==> config.mk <==
export PLATFORM = sky130hd
export DESIGN_NAME = psram_arbiter
export DESIGN_NICKNAME = d
export VERILOG_FILES = /design/src/rtl/psram_arbiter.sv
export SDC_FILE = /design/constraint.sdc
export NUM_CORES = 1
export LEC_CHECK = 0
export ABC_CLOCK_PERIOD_IN_PS = 2200
export BUFFER_PORTS_ARGS = -buffer_cell sky130_fd_sc_hd__buf_2
export CAP_MARGIN = 10
export CORE_MARGIN = 8
export CORE_UTILIZATION = 25
export CTS_CLUSTER_SIZE = 20
export DETAILED_ROUTE_END_ITERATION = 7
export HOLD_SLACK_MARGIN = 0.08
export PLACE_DENSITY = 0.48
export RECOVER_POWER = 25
export SETUP_SLACK_MARGIN = 0.15
export SLEW_MARGIN = 15
export SYNTH_ARGS = -nofsm -noshare
export SYNTH_HDL_FRONTEND = slang
export SYNTH_SLANG_ARGS = --single-unit
==> constraint.sdc <==
create_clock -name sysclk -period 2.2 [get_ports sysclk]
set_clock_uncertainty 0.2 [all_clocks]
set_input_delay 0.33 -clock sysclk [delete_from_list [all_inputs] [get_ports sysclk]]
set_output_delay 0.33 -clock sysclk [all_outputs]
set_load 0.02 [all_outputs]
==> src/rtl/psram_arbiter.sv <==
// psram_arbiter
// -----------------------------------------------------------------------------
// Two-port arbiter in front of a byte-oriented PSRAM controller.
//   Port A : display refresh path, read-only burst requests.
//   Port B : MCU path, read or write burst requests (b_rw=1 write).
// Only one burst is in flight at a time. Arbitration happens only in IDLE.
// By default A always wins a contested arbitration. When the macro
// PSRAM_ARBITER_STARVATION_GUARD_EN is defined, B is granted after
// STARVE_LIMIT consecutive A grants that were made while b_req was high.
//
// Handshake (both ports):
//   The requester raises *_req with addr/len (and rw/wdata for B) stable and
//   keeps them until it sees *_ack. If *_req drops before the arbiter samples
//   it in IDLE, the request is simply withdrawn. *_ack pulses one cycle after
//   the grant edge; from then on, *_byte pulses once per transferred byte
//   (rdata valid with it on reads; for B writes the requester presents the
//   next b_wdata by the cycle after each transfer) and *_done pulses once
//   when the burst is over. A req still high after done is a new request.
//
// Ports:
//   sysclk, reset                         clock, async active-high reset
//   a_req/a_addr/a_len                    port A request
//   a_ack/a_byte/a_done                   port A status pulses
//   b_req/b_rw/b_addr/b_len/b_wdata       port B request
//   b_ack/b_byte/b_done                   port B status pulses
//   rdata                                 registered read byte
//   psram_start/rw/address/len/wdata      command to PSRAM controller
//   psram_byte/psram_rdata/psram_done     controller status
//   error                                 sticky protocol-error flag
//   state_dbg                             current FSM state (debug)
// -----------------------------------------------------------------------------
module psram_arbiter #(
  parameter int ADDR_WIDTH   = 23,
  parameter int LEN_WIDTH    = 8,
  parameter int STARVE_LIMIT = 4
) (
  input  logic                  sysclk,
  input  logic                  reset,
  // port A
  input  logic                  a_req,
  input  logic [ADDR_WIDTH-1:0] a_addr,
  input  logic [LEN_WIDTH-1:0]  a_len,
  output logic                  a_ack,
  output logic                  a_byte,
  output logic                  a_done,
  // port B
  input  logic                  b_req,
  input  logic                  b_rw,
  input  logic [ADDR_WIDTH-1:0] b_addr,
  input  logic [LEN_WIDTH-1:0]  b_len,
  input  logic [7:0]            b_wdata,
  output logic                  b_ack,
  output logic                  b_byte,
  output logic                  b_done,
  // shared read data
  output logic [7:0]            rdata,
  // PSRAM controller command
  output logic                  psram_start,
  output logic                  psram_rw,
  output logic [ADDR_WIDTH-1:0] psram_address,
  output logic [LEN_WIDTH-1:0]  psram_len,
  output logic [7:0]            psram_wdata,
  // PSRAM controller status
  input  logic                  psram_byte,
  input  logic [7:0]            psram_rdata,
  input  logic                  psram_done,
  // status / debug
  output logic                  error,
  output logic [1:0]            state_dbg
);

  typedef enum logic [1:0] {
    ST_IDLE   = 2'd0,
    ST_ISSUE  = 2'd1,
    ST_XFER   = 2'd2,
    ST_FINISH = 2'd3
  } state_t;

  state_t state;
  state_t state_next;

  // Latched command of the granted port.
  logic                  cmd_b;
  logic                  cmd_rw;
  logic [ADDR_WIDTH-1:0] cmd_addr;
  logic [LEN_WIDTH-1:0]  cmd_len;

  logic [LEN_WIDTH-1:0]  byte_cnt;
  logic                  byte_q;
  logic                  error_q;

  logic                  grant_a;
  logic                  grant_b;
  logic                  grant;

  // ---------------------------------------------------------------------------
  // Arbitration
  // ---------------------------------------------------------------------------
`ifdef PSRAM_ARBITER_STARVATION_GUARD_EN
  localparam int SW = (STARVE_LIMIT < 1) ? 1 : $clog2(STARVE_LIMIT + 1);

  logic [SW-1:0] starve_cnt;
  logic          starve_hit;

  assign starve_hit = (starve_cnt >= SW'(STARVE_LIMIT));
  // A keeps priority unless B has already waited through STARVE_LIMIT A grants.
  assign grant_a    = a_req && !(b_req && starve_hit);

  // Counts consecutive A grants taken while B was waiting. Any cycle with
  // b_req low means B is not starving, so the history is discarded.
  always_ff @(posedge sysclk or posedge reset) begin
    if (reset) begin
      starve_cnt <= '0;
    end else if (!b_req) begin
      starve_cnt <= '0;
    end else if (grant) begin
      if (grant_b) begin
        starve_cnt <= '0;
      end else if (!starve_hit) begin
        starve_cnt <= starve_cnt + SW'(1);
      end
    end
  end
`else
  assign grant_a = a_req;
`endif

  assign grant_b = b_req && !grant_a;
  assign grant   = (state == ST_IDLE) && (grant_a || grant_b);

  // ---------------------------------------------------------------------------
  // FSM: state register
  // ---------------------------------------------------------------------------
  always_ff @(posedge sysclk or posedge reset) begin
    if (reset) begin
      state <= ST_IDLE;
    end else begin
      state <= state_next;
    end
  end

  // ---------------------------------------------------------------------------
  // FSM: next state and state-decoded pulses
  // ---------------------------------------------------------------------------
  always_comb begin
    state_next  = state;
    a_ack       = 1'b0;
    b_ack       = 1'b0;
    a_done      = 1'b0;
    b_done      = 1'b0;
    psram_start = 1'b0;
    case (state)
      ST_IDLE: begin
        if (grant_a || grant_b) begin
          state_next = ST_ISSUE;
        end
      end
      ST_ISSUE: begin
        a_ack       = !cmd_b;
        b_ack       = cmd_b;
        // A zero-length request is acknowledged and finished without ever
        // bothering the controller.
        psram_start = (cmd_len != '0);
        state_next  = (cmd_len == '0) ? ST_FINISH : ST_XFER;
      end
      ST_XFER: begin
        if (psram_done) begin
          state_next = ST_FINISH;
        end
      end
      ST_FINISH: begin
        a_done     = !cmd_b;
        b_done     = cmd_b;
        state_next = ST_IDLE;
      end
      default: begin
        state_next = ST_IDLE;
      end
    endcase
  end

  // ---------------------------------------------------------------------------
  // Datapath: latched command, byte counter, read data, error flag
  // ---------------------------------------------------------------------------
  always_ff @(posedge sysclk or posedge reset) begin
    if (reset) begin
      cmd_b    <= 1'b0;
      cmd_rw   <= 1'b0;
      cmd_addr <= '0;
      cmd_len  <= '0;
      byte_cnt <= '0;
      byte_q   <= 1'b0;
      rdata    <= 8'h00;
      error_q  <= 1'b0;
    end else begin
      byte_q <= psram_byte && (state == ST_XFER);

      if (grant) begin
        cmd_b    <= grant_b;
        // Port A is read-only, so rw is forced low on A grants.
        cmd_rw   <= grant_b && b_rw;
        cmd_addr <= grant_b ? b_addr : a_addr;
        cmd_len  <= grant_b ? b_len : a_len;
        byte_cnt <= '0;
      end

      if ((state == ST_XFER) && psram_byte) begin
        byte_cnt <= byte_cnt + LEN_WIDTH'(1);
        rdata    <= psram_rdata;
      end

      // A byte strobe with no burst running is a controller protocol fault.
      if (psram_byte && (state != ST_XFER)) begin
        error_q <= 1'b1;
      end

      // Short or long bursts are flagged but still finished normally. The
      // byte arriving in the same cycle as done is included in the count.
      if ((state == ST_XFER) && psram_done &&
          ((byte_cnt + LEN_WIDTH'(psram_byte)) != cmd_len)) begin
        error_q <= 1'b1;
      end
    end
  end

  // ---------------------------------------------------------------------------
  // Outputs
  // ---------------------------------------------------------------------------
  assign a_byte        = byte_q && !cmd_b;
  assign b_byte        = byte_q && cmd_b;

  // Command fields come straight from the latch, so they hold from
  // psram_start until the next grant.
  assign psram_rw      = cmd_rw;
  assign psram_address = cmd_addr;
  assign psram_len     = cmd_len;

  assign psram_wdata   = ((state != ST_IDLE) && cmd_b && cmd_rw) ? b_wdata : 8'h00;

  assign error         = error_q;
  assign state_dbg     = state;

endmodule

==> reports/results.ini <==
[run_status]
status=finished clean

[cts]
clock-root-buffer=clkbuf_8
cts_sinks=53
cts_buffers=5
cts_htree_levels=2
cts_tree=built
cts.path.max_buffers=2
clock_latency_ns=0.30
clk_pin_slew_worst_paths_ns=0.10

[worst_setup_path]
crit_slowest_cell=dfrtp_2
reg2reg_depth=6
cp_num_buf_inv=2
cp-start-kind=flip-flop
crit_path_max_incr_delay_ns=0.41
worstPathRequired_ns=1.67
criticalPathCategory=reg -> out
critPathTopFamily=flip-flops
critPathMaxFanout=8
cp_num_cells=5
crit_path_cell_trace=inv_1 -> ha_4 -> nor2_4 -> and2_1 -> buf_2
cp-end-kind=primary output
worstPathArrival_ns=1.42

[cells_and_area]
area_growth_pct=41.0
fin_util=0.363
drive_gt1_frac=0.350
antenna_cells=0
nNetsFinal=542

[sta]
fmax_mhz=514
setup-violations-final=0
period_share=0.884
hold_viol_final=0
fin_crit_ns=1.95
tightest_slew_ns=0.825
fin_setup_tns_ns=0
maxSlewViolCount=0
rsz0062_at_grt=false
slew_headroom=0.449

[synth]
async_flop_share=1.00
ys_types=39
synth_top_area_cell=dfrtp_1
synth.yosys.seq_area_share=0.473
synth_area_leaders=dfrtp_1 (47%), mux2i_1 (11%), nand2_1 (9.4%)
syn_inst=295
ys.flop_type=dfrtp_1
syn_nets=387
syn_area_sq_um=2800
yosys.area.top_type_share=0.473
ys_warn_count=0
avgSynthCellArea_sq_um=9.50
synth-seq-cells=53
synth_edf_count=0

[power]
ir_worst_vdd_uv=485
leakagePower_uw=0.00196
power.density_nw_per_um2=1170

[drt]
drt-initial-drc-count=90
num_vias=2516
routedWlPerCell_microns=13.9
viasPerCell=4.26
drtPass1Iterations=4
ant_nets=0
drc=0
drt-total-wl_microns=8230

[floorplanning]
die_x_microns=122
design.die.area_sq_um=14900
core_area_sq_um=10900
io_pins=143
row_count=38
start_util=0.257
fp.dieH_microns=122

[worst_hold_path]
min_delay_path_depth=3
min_path_type=in -> reg

[global_route]
grt_pass1_vias=2752
grt_max_degree=32
grt_pass1_wl_microns=13900
gr-total-overflow=0
grt_util_all_layers=0.115
antenna_found_initial=0

[job]
maxCapViolations=0

[placement]
gp_congestion=0.764
port_buffers=142
place_hpwl_microns=6610

stage by stage:
step	total power, uW	setup slack [ns]	instances	area (sq um)	hold WS [ns]
3_5_place_dp	3960	0.161	568	3680	0.180
5_1_grt	5040	0.151	591	3950	0.0911
2_1_floorplan	3070	0.284	295	2800	0.220
3_3_place_gp	3930	0.266	568	3680	0.175
6_report	4620	0.255	591	3950	0.101
4_1_cts	4640	0.165	588	3920	0.0949
metal layers:
metal,vias up,part of all wire,global-route usage
met5,-,0,0
met4,0,0.0096,0.0301
met3,6,0.082,0.0361
met2,92,0.45,0.177
met1,1114,0.46,0.152
li1,1304,-,-
where the power goes:
part | internal [uW] | switching [uW]
logic | 890 | 1440
clock network | 256 | 324
registers | 1370 | 337
synth_stat cells (2+ instances only):
cell type	number
mux2i_1	32
nor4_1	4
o21ai_0	39
buf_2	6
nor2b_1	4
nor2_1	6
and2_1	12
xnor2_1	9
nand2_1	70
inv_1	5
dfrtp_1	53
xor2_1	3
clkbuf_1	5
buf_6	2
nand3_1	10
a21oi_1	3
buf_4	3
a22oi_1	2
ha_1	7
worst register-to-register path: cells and delay by family, from the launching register on:
family,cells,cell delay [ns]
compound gates,2,0.27
fa+ha+maj,1,0.21
flops,1,0.41
simple gates,2,0.57
buf+inv,1,0.13
area by class of cell:
type,count,area (sq um)
well taps,140,175
fillers,1119,6940
clock inverters,2,13.8
repair buffers,165,910
clock buffers,6,82.6
multi-input cells,220,1420
flip-flops and latches,53,1330
inverters,5,18.8
final timing paths:
check	from	endpoint	slack [ns]
setup / recovery	state_dbg[0]$_DFFE_PP0P_	psram_wdata[1]	0.25
hold / removal	a_addr[1]	psram_address[1]$_DFFE_PP0P_	0.10
setup reg to reg	state_dbg[0]$_DFFE_PP0P_	byte_cnt[7]$_DFFE_PP0P_	0.31
hold reg to reg	rdata[3]$_DFFE_PP0P_	rdata[3]$_DFFE_PP0P_	0.28
max in group asynchronous	reset	psram_address[17]$_DFFE_PP0P_	0.52
min in group asynchronous	reset	psram_address[2]$_DFFE_PP0P_	0.53
cells by family (layout without fill, tap and decap cells):
| logic type | Yosys count | in the layout | synth area share |
|---|---|---|---|
| compound gates | 54 | 54 | 0.107 |
| fa+ha+maj | 7 | 7 | 0.0312 |
| buf+inv | 22 | 178 | 0.0451 |
| flops | 53 | 53 | 0.473 |
| mux | 32 | 32 | 0.114 |
| simple gates | 114 | 114 | 0.186 |
| xor+xnor | 13 | 13 | 0.0433 |
placed cells by master, fill, tap and decap left out, types with 6 or more instances in the layout:
| master | Yosys | final |
|---|---|---|
| xnor2_1 | 9 | 9 |
| dlygate4sd3_1 | 0 | 10 |
| mux2i_1 | 32 | 32 |
| nand3_1 | 10 | 10 |
| and2_1 | 12 | 12 |
| dfrtp_1 | 53 | 49 |
| buf_2 | 6 | 120 |
| nand2_1 | 70 | 70 |
| o21ai_0 | 39 | 39 |
| clkbuf_1 | 5 | 21 |
| clkbuf_8 | 1 | 6 |
| buf_4 | 3 | 12 |
what timing repair did:
| action | CTS | global route |
|---|---|---|
| gates resized for setup | 6 | 9 |
| hold buffers | 10 | 0 |
| endpoints found under the hold margin | 28 | 0 |
| pin swaps | 0 | 2 |
| setup endpoints to repair | 9 | 9 |
| setup buffers | 2 | 3 |
state kept, by name (all words and copies together), names as in the netlist:
signal	count
state_dbg	2
rdata	8
psram_address	23
error	1
psram_rw	1
cmd_b	1
psram_len	8
byte_cnt	8
byte_q	1
(Power assumes the default switching activity.)
